## config.mk

```make
export PLATFORM = sky130hd
export DESIGN_NAME = fpu_addsub
export DESIGN_NICKNAME = d
export VERILOG_FILES = /design/src/rtl/fpu_addsub_pkg.sv /design/src/rtl/fpu_addsub_lzc.sv /design/src/rtl/fpu_addsub.sv
export SDC_FILE = /design/constraint.sdc
export NUM_CORES = 1
export LEC_CHECK = 0
export CORE_MARGIN = 1.5
export CORE_UTILIZATION = 47
export CTS_CLUSTER_SIZE = 20
export DETAILED_ROUTE_END_ITERATION = 16
export HOLD_SLACK_MARGIN = 0.03
export PLACE_DENSITY_LB_ADDON = 0.05
export SETUP_SLACK_MARGIN = 0.2
export SLEW_MARGIN = 20
export SYNTH_ARGS = -nofsm -noshare
export SYNTH_HDL_FRONTEND = slang
export SYNTH_SLANG_ARGS = --single-unit
```

## constraint.sdc

```tcl
create_clock -name clk -period 10.4 [get_ports clk]
set_clock_uncertainty 0.15 [all_clocks]
set_input_delay 2.08 -clock clk [delete_from_list [all_inputs] [get_ports clk]]
set_output_delay 2.08 -clock clk [all_outputs]
set_load 0.005 [all_outputs]
```

## src/rtl/fpu_addsub_pkg.sv

```systemverilog
// Shared constants, FSM encodings and operand unpack helper for the
// single-precision add/subtract unit.
package fpu_addsub_pkg;

    localparam logic [31:0] FpCanonNaN = 32'h7FC0_0000;
    localparam logic [31:0] FpPosInf   = 32'h7F80_0000;
    localparam logic [7:0]  FpExpMax   = 8'hFF;
    localparam int          FpMantW    = 24;

    localparam logic [2:0] ST_IDLE   = 3'd0;
    localparam logic [2:0] ST_UNPACK = 3'd1;
    localparam logic [2:0] ST_ALIGN  = 3'd2;
    localparam logic [2:0] ST_ADD    = 3'd3;
    localparam logic [2:0] ST_NORM   = 3'd4;
    localparam logic [2:0] ST_WB     = 3'd5;

    localparam int FLG_NV = 4;
    localparam int FLG_DZ = 3;
    localparam int FLG_OF = 2;
    localparam int FLG_UF = 1;
    localparam int FLG_NX = 0;

    typedef struct packed {
        logic               sgn;
        logic [7:0]         exp;
        logic [FpMantW-1:0] mant;
    } fp_unp_t;

    // Zero exponent (zero or denormal) is flushed: no hidden bit, no fraction.
    function automatic fp_unp_t fp_unpack(input logic [31:0] x);
        fp_unp_t u;
        u.sgn  = x[31];
        u.exp  = x[30:23];
        u.mant = (x[30:23] == 8'd0) ? '0 : {1'b1, x[22:0]};
        return u;
    endfunction

endpackage

```

## src/rtl/fpu_addsub_lzc.sv

```systemverilog
// Leading-zero counter over the 28-bit adder result; all-zero input gives 28.
module fpu_lzc (
    input  logic [27:0] data_i,
    output logic [4:0]  cnt_o
);

    always_comb begin
        cnt_o = 5'd28;
        for (int i = 0; i < 28; i++) begin
            if (data_i[i]) cnt_o = 5'(27 - i);
        end
    end

endmodule

```

## src/rtl/fpu_addsub.sv

```systemverilog
// Five-cycle binary32 FADD/FSUB unit, RNE only, denormals flushed to zero.
// Writes its result straight into the FP register file.
module fpu_addsub
    import fpu_addsub_pkg::*;
#(
    parameter int LAT_FIXED = 1
) (
    input  logic        clk,
    input  logic        rst,
    input  logic        start_i,
    input  logic        sub_i,
    input  logic [31:0] opa_i,
    input  logic [31:0] opb_i,
    input  logic [4:0]  rd_i,
    input  logic        flush_i,
    output logic        busy_o,
    output logic        we_o,
    output logic [4:0]  waddr_o,
    output logic [31:0] wdata_o,
    output logic [4:0]  fflags_o
);

    if (LAT_FIXED != 1) begin : g_lat_chk
        $error("fpu_addsub: only LAT_FIXED=1 is implemented");
    end

    logic [2:0]  state_q, state_d;
    logic [4:0]  rd_q, rd_d;
    logic [31:0] a_q, a_d, b_q, b_d;
    logic        spc_q, spc_d;
    logic [31:0] spc_res_q, spc_res_d;
    logic [4:0]  spc_flg_q, spc_flg_d;
    logic        sa_q, sa_d, sb_q, sb_d;
    logic [7:0]  ea_q, ea_d, eb_q, eb_d;
    logic [23:0] ma_q, ma_d, mb_q, mb_d;
    logic        sgn_q, sgn_d, esub_q, esub_d, zs_q, zs_d;
    logic [7:0]  ex_q, ex_d;
    logic [26:0] fa_q, fa_d, fb_q, fb_d;
    logic [27:0] sum_q, sum_d;
    logic        we_q, we_d;
    logic [4:0]  waddr_q, waddr_d;
    logic [31:0] wdata_q, wdata_d;
    logic [4:0]  fflags_q, fflags_d;

    // ---- UNPACK: classification of the captured operands
    fp_unp_t ua, ub;
    logic    a_nan, b_nan, a_inf, b_inf, any_snan;
    logic    u_spc;
    logic [31:0] u_res;
    logic [4:0]  u_flg;

    assign ua = fp_unpack(a_q);
    assign ub = fp_unpack(b_q);

    always_comb begin
        a_nan    = (a_q[30:23] == FpExpMax) && (a_q[22:0] != 23'd0);
        b_nan    = (b_q[30:23] == FpExpMax) && (b_q[22:0] != 23'd0);
        a_inf    = (a_q[30:23] == FpExpMax) && (a_q[22:0] == 23'd0);
        b_inf    = (b_q[30:23] == FpExpMax) && (b_q[22:0] == 23'd0);
        any_snan = (a_nan && !a_q[22]) || (b_nan && !b_q[22]);
        u_spc    = 1'b1;
        u_res    = FpCanonNaN;
        u_flg    = '0;
        if (a_nan || b_nan) begin
            u_flg[FLG_NV] = any_snan;
        end else if (a_inf && b_inf && (a_q[31] != b_q[31])) begin
            u_flg[FLG_NV] = 1'b1;
        end else if (a_inf) begin
            u_res = a_q;
        end else if (b_inf) begin
            u_res = b_q;
        end else begin
            u_spc = 1'b0;
        end
    end

    // ---- ALIGN: order by magnitude, shift the smaller into {mant,G,R,S}
    logic        al_swap;
    logic [7:0]  al_ebig, al_dist;
    logic [23:0] al_mbig, al_msml;
    logic [5:0]  al_amt;
    logic [53:0] al_sh;

    always_comb begin
        al_swap = {eb_q, mb_q} > {ea_q, ma_q};
        al_ebig = al_swap ? eb_q : ea_q;
        al_dist = al_swap ? (eb_q - ea_q) : (ea_q - eb_q);
        al_mbig = al_swap ? mb_q : ma_q;
        al_msml = al_swap ? ma_q : mb_q;
        al_amt  = (al_dist > 8'd27) ? 6'd27 : al_dist[5:0];
        al_sh   = {al_msml, 30'd0} >> al_amt;
    end

    // ---- NORM + ROUND on the registered sum
    logic [4:0]        nz_lz;
    logic [27:0]       nz_sh;
    logic [26:0]       nz_n;
    logic signed [9:0] nz_e, nz_e2;
    logic              nz_inc;
    logic [24:0]       nz_m;
    logic [22:0]       nz_frac;
    logic [31:0]       nz_res;
    logic [4:0]        nz_flg;

    fpu_lzc u_lzc (
        .data_i (sum_q),
        .cnt_o  (nz_lz)
    );

    // Shifting by lzc puts the leading one at bit 27; dropping bit 0 into
    // the sticky covers the carry-out case with the same path.
    always_comb begin
        nz_sh   = sum_q << nz_lz;
        nz_n    = {nz_sh[27:2], |nz_sh[1:0]};
        nz_e    = $signed({2'b00, ex_q}) + 10'sd1 - $signed({5'd0, nz_lz});
        nz_inc  = nz_n[2] & (nz_n[1] | nz_n[0] | nz_n[3]);
        nz_m    = {1'b0, nz_n[26:3]} + {24'd0, nz_inc};
        nz_e2   = nz_e + $signed({9'd0, nz_m[24]});
        nz_frac = nz_m[24] ? nz_m[23:1] : nz_m[22:0];
        nz_res  = {sgn_q, nz_e2[7:0], nz_frac};
        nz_flg  = '0;
        nz_flg[FLG_DZ] = 1'b0;
        if (spc_q) begin
            nz_res = spc_res_q;
            nz_flg = spc_flg_q;
        end else if (sum_q == 28'd0) begin
            nz_res = {zs_q, 31'd0};
        end else if (nz_e <= 10'sd0) begin
            nz_res = {sgn_q, 31'd0};
            nz_flg[FLG_UF] = 1'b1;
            nz_flg[FLG_NX] = 1'b1;
        end else if (nz_e2 >= 10'sd255) begin
            nz_res = {sgn_q, FpPosInf[30:0]};
            nz_flg[FLG_OF] = 1'b1;
            nz_flg[FLG_NX] = 1'b1;
        end else begin
            nz_flg[FLG_NX] = nz_n[2] | nz_n[1] | nz_n[0];
        end
    end

    // ---- FSM and stage registers
    always_comb begin
        state_d   = state_q;
        rd_d      = rd_q;
        a_d       = a_q;
        b_d       = b_q;
        spc_d     = spc_q;
        spc_res_d = spc_res_q;
        spc_flg_d = spc_flg_q;
        sa_d      = sa_q;
        sb_d      = sb_q;
        ea_d      = ea_q;
        eb_d      = eb_q;
        ma_d      = ma_q;
        mb_d      = mb_q;
        sgn_d     = sgn_q;
        esub_d    = esub_q;
        zs_d      = zs_q;
        ex_d      = ex_q;
        fa_d      = fa_q;
        fb_d      = fb_q;
        sum_d     = sum_q;
        we_d      = 1'b0;
        waddr_d   = waddr_q;
        wdata_d   = wdata_q;
        fflags_d  = fflags_q;
        unique case (state_q)
            ST_IDLE: begin
                if (start_i && !flush_i) begin
                    a_d     = opa_i;
                    b_d     = {opb_i[31] ^ sub_i, opb_i[30:0]};
                    rd_d    = rd_i;
                    state_d = ST_UNPACK;
                end
            end
            ST_UNPACK: begin
                spc_d     = u_spc;
                spc_res_d = u_res;
                spc_flg_d = u_flg;
                sa_d      = ua.sgn;
                sb_d      = ub.sgn;
                ea_d      = ua.exp;
                eb_d      = ub.exp;
                ma_d      = ua.mant;
                mb_d      = ub.mant;
                state_d   = ST_ALIGN;
            end
            ST_ALIGN: begin
                fa_d    = {al_mbig, 3'b000};
                fb_d    = {al_sh[53:28], al_sh[27] | (|al_sh[26:0])};
                sgn_d   = al_swap ? sb_q : sa_q;
                ex_d    = al_ebig;
                esub_d  = sa_q ^ sb_q;
                zs_d    = sa_q & sb_q;
                state_d = ST_ADD;
            end
            ST_ADD: begin
                sum_d   = esub_q ? ({1'b0, fa_q} - {1'b0, fb_q})
                                 : ({1'b0, fa_q} + {1'b0, fb_q});
                state_d = ST_NORM;
            end
            ST_NORM: begin
                we_d     = 1'b1;
                waddr_d  = rd_q;
                wdata_d  = nz_res;
                fflags_d = nz_flg;
                state_d  = ST_WB;
            end
            ST_WB: begin
                state_d = ST_IDLE;
            end
            default: begin
                state_d = ST_IDLE;
            end
        endcase
        // A flush kills the op wherever it is and leaves the outputs untouched.
        if (flush_i && (state_q != ST_IDLE)) begin
            state_d  = ST_IDLE;
            we_d     = 1'b0;
            waddr_d  = waddr_q;
            wdata_d  = wdata_q;
            fflags_d = fflags_q;
        end
    end

    always_ff @(posedge clk) begin
        if (rst) begin
            state_q   <= ST_IDLE;
            rd_q      <= '0;
            a_q       <= '0;
            b_q       <= '0;
            spc_q     <= 1'b0;
            spc_res_q <= '0;
            spc_flg_q <= '0;
            sa_q      <= 1'b0;
            sb_q      <= 1'b0;
            ea_q      <= '0;
            eb_q      <= '0;
            ma_q      <= '0;
            mb_q      <= '0;
            sgn_q     <= 1'b0;
            esub_q    <= 1'b0;
            zs_q      <= 1'b0;
            ex_q      <= '0;
            fa_q      <= '0;
            fb_q      <= '0;
            sum_q     <= '0;
            we_q      <= 1'b0;
            waddr_q   <= '0;
            wdata_q   <= '0;
            fflags_q  <= '0;
        end else begin
            state_q   <= state_d;
            rd_q      <= rd_d;
            a_q       <= a_d;
            b_q       <= b_d;
            spc_q     <= spc_d;
            spc_res_q <= spc_res_d;
            spc_flg_q <= spc_flg_d;
            sa_q      <= sa_d;
            sb_q      <= sb_d;
            ea_q      <= ea_d;
            eb_q      <= eb_d;
            ma_q      <= ma_d;
            mb_q      <= mb_d;
            sgn_q     <= sgn_d;
            esub_q    <= esub_d;
            zs_q      <= zs_d;
            ex_q      <= ex_d;
            fa_q      <= fa_d;
            fb_q      <= fb_d;
            sum_q     <= sum_d;
            we_q      <= we_d;
            waddr_q   <= waddr_d;
            wdata_q   <= wdata_d;
            fflags_q  <= fflags_d;
        end
    end

    assign busy_o   = (state_q != ST_IDLE);
    assign we_o     = we_q & ~flush_i & ~rst;
    assign waddr_o  = waddr_q;
    assign wdata_o  = wdata_q;
    assign fflags_o = fflags_q;

endmodule

```

Yosys cells after proc, flatten, opt, wreduce, memory -nomap -nowiden --
Cells that the tools add are included. Widths: inputs -> output; s select.
Word-level totals: flip-flop bits (word level) 305, logic and storage cells 152, output and inout bits 44, input bits 74
Operators by class: reductions and logical operators 29, order comparisons 4, multiplexer cells 63, shift-type cells 2, bitwise logic cells 14, add/subtract/negate cells 8, equal/unequal tests 8
Operators by type and width (number):
- $mux 32 | 6
- $mux 24 | 4
- $mux 5 | 16
- $mux 31 | 2
- $shr 54x6->54 | 1
- $logic_not 23->1 | 2
- $reduce_bool 23->1 | 2
- $gt 32x32->1 | 1
- $mux 4 | 8
- $add 27x27->28 | 1
- $logic_not 28->1 | 1
- $mux 28 | 1
- $shl 28x5->28 | 1
- $sub 27x27->28 | 1
- $reduce_or 27->1 | 1
- $add 24x1->25 | 1
- $mux 23 | 1
- $mux 3 | 7
- $eq 8x8->1 const B | 2
- $logic_not 8->1 | 2
- $mux 8 | 2
- $sub 8x8->8 | 2
- $pmux 3 s5 | 1
- $mux 1 | 13
- 24 further kinds | 49

Longest topological paths before layout --
depth in word-level cells 40, gate-level depth with buffers 36, depth with buffers taken out 32

Hierarchy --
A second synthesis with hierarchy kept.
Second synthesis, totals: cell total of the unflattened synthesis 2585, area total of the unflattened synthesis 19747.7 µm²
Modules (own cells, without submodules):
- fpu_addsub | cells each 2525, area an instance 19411.1 µm², times used 1
- fpu_lzc | cells each 60, area an instance 336.6 µm², times used 1

Least setup slack after synthesis --
No wires, ideal clock.
kind register -> register, from register sum_q[3], to register wdata_q[14] (netlist: wdata_o[14]), required time 10.164 ns, cell stages (with the launch flop) 34, path slack 2.828 ns, data arrival time 7.337 ns, path buffers 4, period minus slack after synthesis 7.572 ns, cell sequence dfxtp_1 > clkbuf_1 > o31ai_1 > a211o_1 > a211oi_1 > o31a_1 > o21ai_1 > a21oi_2 > inv_1 > buf_2 > buf_1 > a211oi_1 > nor2_1 > nor2_1 > ha_1 > nand2_1 > nand4b_1 > nor3_2 > o2111ai_1 > nor2b_1 > and4_1 > ha_1 > ha_1 > nand3_1 > or3_1 > nor2b_1 > o21ai_0 > nand2_1 > a22o_1 > nor4_1 > a21boi_1 > buf_2 > a22oi_1 > a211oi_1
Between the ends: word-level cells in the longest chain between the ends 37, elaborated cells between the ends (all ways) 41, classes of those cells add/sub (3); order compare (2); shift (1); mux (30); bitwise (3); reduce/logical (2)
RTL lines:
- start: declaration | RTL line fpu_addsub.sv:39 | logic [27:0] sum_q, sum_d;
- start signal: assignment | RTL line fpu_addsub.sv:272 | sum_q <= sum_d;
- $mux 3 | RTL line fpu_addsub_lzc.sv:10 | if (data_i[i]) cnt_o = 5'(27 - i);
- $mux 4 (8 in a row) | RTL line fpu_addsub_lzc.sv:10
- $mux 5 (16 in a row) | RTL line fpu_addsub_lzc.sv:10
- $shl 28x5->28 | RTL line fpu_addsub.sv:113 | nz_sh = sum_q << nz_lz;
- $reduce_or 2->1 | RTL line fpu_addsub.sv:114 | nz_n = {nz_sh[27:2], |nz_sh[1:0]};
- $or 1x1->1 (2 in a row) | RTL line fpu_addsub.sv:116 | nz_inc = nz_n[2] & (nz_n[1] | nz_n[0] | nz_n[3]);
- $and 1x1->1 | RTL line fpu_addsub.sv:116
- $add 24x1->25 | RTL line fpu_addsub.sv:117 | nz_m = {1'b0, nz_n[26:3]} + {24'd0, nz_inc};
- $add 10x2->10 | RTL line fpu_addsub.sv:118 | nz_e2 = nz_e + $signed({9'd0, nz_m[24]});
- $ge 10x9->1 | RTL line fpu_addsub.sv:132 | end else if (nz_e2 >= 10'sd255) begin
- $mux 31 | RTL line fpu_addsub.sv:132
- $mux 31 | RTL line fpu_addsub.sv:128 | end else if (nz_e <= 10'sd0) begin
- $mux 32 (*) | RTL line fpu_addsub.sv:126 | end else if (sum_q == 28'd0) begin
- $mux 32 (*) | RTL line fpu_addsub.sv:123 | if (spc_q) begin
- end signal: assignment | RTL line fpu_addsub.sv:275 | wdata_q <= wdata_d;
- end: declaration | RTL line fpu_addsub.sv:42 | logic [31:0] wdata_q, wdata_d;
Every way passes the cells marked *; elsewhere a longest branch is shown, timed or not. A chain may end at the register's enable or synchronous reset.

Worst setup path in the final report --
from register sum_q[0], to register wdata_q[14] (netlist: wdata_o[14])
Between the ends: word-level cells in the longest chain between the ends 40, elaborated cells between the ends (all ways) 44, classes of those cells add/sub (3); order compare (2); shift (1); mux (33); bitwise (3); reduce/logical (2)
RTL lines (RTL line):
- $mux 3 (4 in a row) | fpu_addsub_lzc.sv:10
- $mux 4 (8 in a row) | fpu_addsub_lzc.sv:10
- $mux 5 (16 in a row) | fpu_addsub_lzc.sv:10
- $shl 28x5->28 | fpu_addsub.sv:113
- $reduce_or 2->1 | fpu_addsub.sv:114
- $or 1x1->1 (2 in a row) | fpu_addsub.sv:116
- $and 1x1->1 | fpu_addsub.sv:116
- $add 24x1->25 | fpu_addsub.sv:117
- $add 10x2->10 | fpu_addsub.sv:118
- $ge 10x9->1 | fpu_addsub.sv:132
- $mux 31 | fpu_addsub.sv:132
- $mux 31 | fpu_addsub.sv:128
- $mux 32 (*) | fpu_addsub.sv:126
- $mux 32 (*) | fpu_addsub.sv:123
Marked as above.

==> reports/metrics.csv <==
metric,value,unit
insertion_delay,0.55,ns
count_of_h_tree_levels_built_during_cts,2,
clock_root_buffer,sky130_fd_sc_hd__clkbuf_16,
post_cts.repair.setup_buffers,0,
finalSetupViolations,0,
drc_violation_count_after_routing,0,
leakagePower,8.22,nW
rd_place_congestion,0.995,
grt_start_max_net_pins,125,
synth_commonest_cells,"423 x sky130_fd_sc_hd__nand2_1, 304 x sky130_fd_sc_hd__dfxtp_1, 266 x sky130_fd_sc_hd__nor2_1, 215 x sky130_fd_sc_hd__a21oi_1, 150 x sky130_fd_sc_hd__clkbuf_1",
pin_count,118,
numCtsBuffers,36,
clock.fmax,0.119,GHz
detailed_place_hpwl,47000,um
crit_end_category,flip-flop,
finalSetupTns,0,ns
final_core_util,0.542,
globalRouteOverflowTotal,0,
synth_most_common_cell,sky130_fd_sc_hd__nand2_1,
number_of_instances_in_the_synthesized_netlist,2612,
synth.net_count,2796,
class_of_the_worst_hold_path,reg2reg,
ant_nets,0,
timing.final.max_slew_violations,0,
yosysUniqueCellTypes,84,
initial_core_util,0.477,
synth-warning-count,0,
post-place-cells,3112,
n_fill_cell,4043,
timing.critical_path.required,10.69,ns
worst_path_most_repeated_cell,sky130_fd_sc_hd__buf_4,
design_power,3.23,mW
ir_drop,123,uV
result_of_the_run,"finished, final reports clean",
core,40900,um2
hold-path-endpoint,waddr_o[0],
worst_hold_path.num_cells,2,
ys_top_cells_by_area,"sky130_fd_sc_hd__dfxtp_1 31%, sky130_fd_sc_hd__nand2_1 8.1%, sky130_fd_sc_hd__ha_1 6.8%, sky130_fd_sc_hd__a21oi_1 5.5%, sky130_fd_sc_hd__nor2_1 5.1%",
reg2reg_from,sum_q[0],
drt_wl_total,63500,um
postSynthAreaPerCell,7.48,um2
synth.largest_area_cell,sky130_fd_sc_hd__dfxtp_1,
grt_pass1_wl,99400,um
first_global_vias,17900,
die_h,207,um
portBuffers,116,
diodes,0,
nets,2802,
finalHoldViolCount,0,
reg2reg_depth,35,
post_layout_nonfiller_instances,3177,
post-route-min-period,8.39,ns
post_cts_hold_buffer_count,0,
worst-slew-pin-transition,1.16,ns
unrepaired_setup_endpoints_after_global_routing,false,
regToRegSetupSlack,2.01,ns
startpoint_type,flip-flop,
post_drt_via_cell_ratio,6.11,
first_iter_violations,1650,
yosysSeqAreaShare,0.311,
ctsLongestPathBuffers,3,
die_area,42800,um2
cpMaxStageDelayCell,sky130_fd_sc_hd__dfxtp_1,
holdCritStartpoint,rd_q[0],
groute.usage.overall,0.292,
synth_flop_cell,sky130_fd_sc_hd__dfxtp_1,
maxCapViolCount,0,
yosysTopAreaCellShare,0.311,
clock_sink_count,304,
vias_post_dr,19400,
postSynthRegisterBits,304,
edff_count_synth,0,
power_density,146,nW/um2
die_w,207,um
flow.area_growth_from_synthesis,13.6,%
worst-setup-path-type,reg2reg,
num_rows,74,
worst_path_largest_cell_delay,0.57,ns
drive_gt1_frac,0.0544,
wire_per_inst,20.0,um
worstReg2RegEnd,wdata_o[14],
min_period_over_period,0.807,
tritoncts,done,
cts-resized-gates,0,
maxSlewHeadroom,0.208,
clk_pin_slew_worst_paths,0.06,ns
synth-async-reset-ratio,0,
grt_antenna_before_repair,0,
drt_pass1_iterations,6,
critical_path_arrival,8.68,ns
syn-cell-area,19500,um2
path_max_fanout,24,
state kept, by name, indices dropped and copies added (netlist names), 3 cells and up:
signal and cells:
mb_q 24, state_q 3, rd_q 5, ex_q 8, wdata_o 32, spc_res_q 32
b_q 32, fa_q 24, waddr_o 5, a_q 32, fb_q 27, ma_q 24
fflags_o 4, sum_q 28, ea_q 8, eb_q 8
critical path, delay by kind of cell, from the launching register on:
kind / cells / cell delay (ns)
flip-flops: 1 / 0.57
AND/OR/NAND/NOR: 13 / 2.74
adder cells (fa/ha/maj): 3 / 0.57
buffers and inverters: 5 / 1.15
AO/OA/AOI/OAI: 14 / 3.08
worst max path at each step:
stage / from / to / slack [ns] / depth (start not counted)
global placement: sum_q[0] / wdata_o[6] / 2.30 / 35
CTS: sum_q[0] / wdata_o[14] / 2.09 / 35
detailed placement: sum_q[0] / wdata_o[14] / 2.14 / 35
floorplan: sum_q[3] / wdata_o[14] / 2.83 / 33
global route: sum_q[0] / wdata_o[14] / 1.30 / 35
finish: sum_q[0] / wdata_o[14] / 2.01 / 35
logic make-up (layout without fill, tap and decap cells):
group / after synthesis / count (layout) / share of synthesized area
muxes: 66 / 66 / 0.0362
buffers and inverters: 310 / 343 / 0.0622
and+or+nand+nor: 993 / 993 / 0.229
AOI/OAI and AO/OA: 774 / 774 / 0.265
other: 1 / 1 / 0.000192
adders and majority gates: 110 / 110 / 0.0720
DFF: 304 / 304 / 0.311
xor gates and xnor gates: 54 / 54 / 0.0242
per-layer routing:
metal	GRT usage	share of wire	vias up
met5	0	0	-
met4	0.0750	0.021	0
met3	0.0405	0.059	96
met2	0.455	0.45	635
met1	0.422	0.47	9249
li1	-	-	9419
layout make-up:
type	instances	area [um2]	area share
multi-input combinational	1998	12300	0.554
sequential	304	6090	0.274
timing repair buffer	148	1410	0.0633
clock buffer	55	1110	0.0502
tap	532	666	0.0300
inverter	130	488	0.0220
clock inverter	10	144	0.00648
power by group:
part	leakage (nW)	internal, mW	switching (mW)
Clock	0.610	0.815	0.513
Sequential	2.46	1.19	0.0250
Combinational	5.15	0.208	0.480
per-stage QoR:
stage | hold WS, ns | cell area, um2 | worst slack, ns
floorplan | 0.282 | 19500 | 2.83
global placement | 0.286 | 20900 | 2.30
detailed placement | 0.295 | 20900 | 2.14
CTS | 0.302 | 22200 | 2.09
global route | 0.312 | 22200 | 1.30
finish | 0.302 | 22200 | 2.01
cells in the final DEF (no fill, tap or decap), types with 10 or more instances in the layout:
master                            count
sky130_fd_sc_hd__nand2_1            422
sky130_fd_sc_hd__dfxtp_1            304
sky130_fd_sc_hd__nor2_1             264
sky130_fd_sc_hd__a21oi_1            213
sky130_fd_sc_hd__inv_1              129
sky130_fd_sc_hd__clkdlybuf4s50_1    115
sky130_fd_sc_hd__o21ai_0            108
sky130_fd_sc_hd__ha_1               106
sky130_fd_sc_hd__a22oi_1             92
sky130_fd_sc_hd__a211oi_1            83
sky130_fd_sc_hd__nor3_1              69
sky130_fd_sc_hd__mux2i_1             46
sky130_fd_sc_hd__nand3_1             40
sky130_fd_sc_hd__a221oi_1            38
sky130_fd_sc_hd__and3_1              38
sky130_fd_sc_hd__clkbuf_16           38
sky130_fd_sc_hd__a311oi_1            37
sky130_fd_sc_hd__xnor2_1             37
sky130_fd_sc_hd__nor4_1              33
sky130_fd_sc_hd__buf_4               32
sky130_fd_sc_hd__o211ai_1            31
sky130_fd_sc_hd__o22ai_1             22
sky130_fd_sc_hd__nand4_1             22
sky130_fd_sc_hd__a21o_1              19
sky130_fd_sc_hd__nor2b_1             18
sky130_fd_sc_hd__mux2_2              18
sky130_fd_sc_hd__o21a_1              17
sky130_fd_sc_hd__xor2_1              17
sky130_fd_sc_hd__o21bai_1            15
sky130_fd_sc_hd__and2_1              15
sky130_fd_sc_hd__nand2b_1            12
sky130_fd_sc_hd__clkbuf_8            11
sky130_fd_sc_hd__or3_1               10
Note: power is estimated with default switching activity, not from simulation.
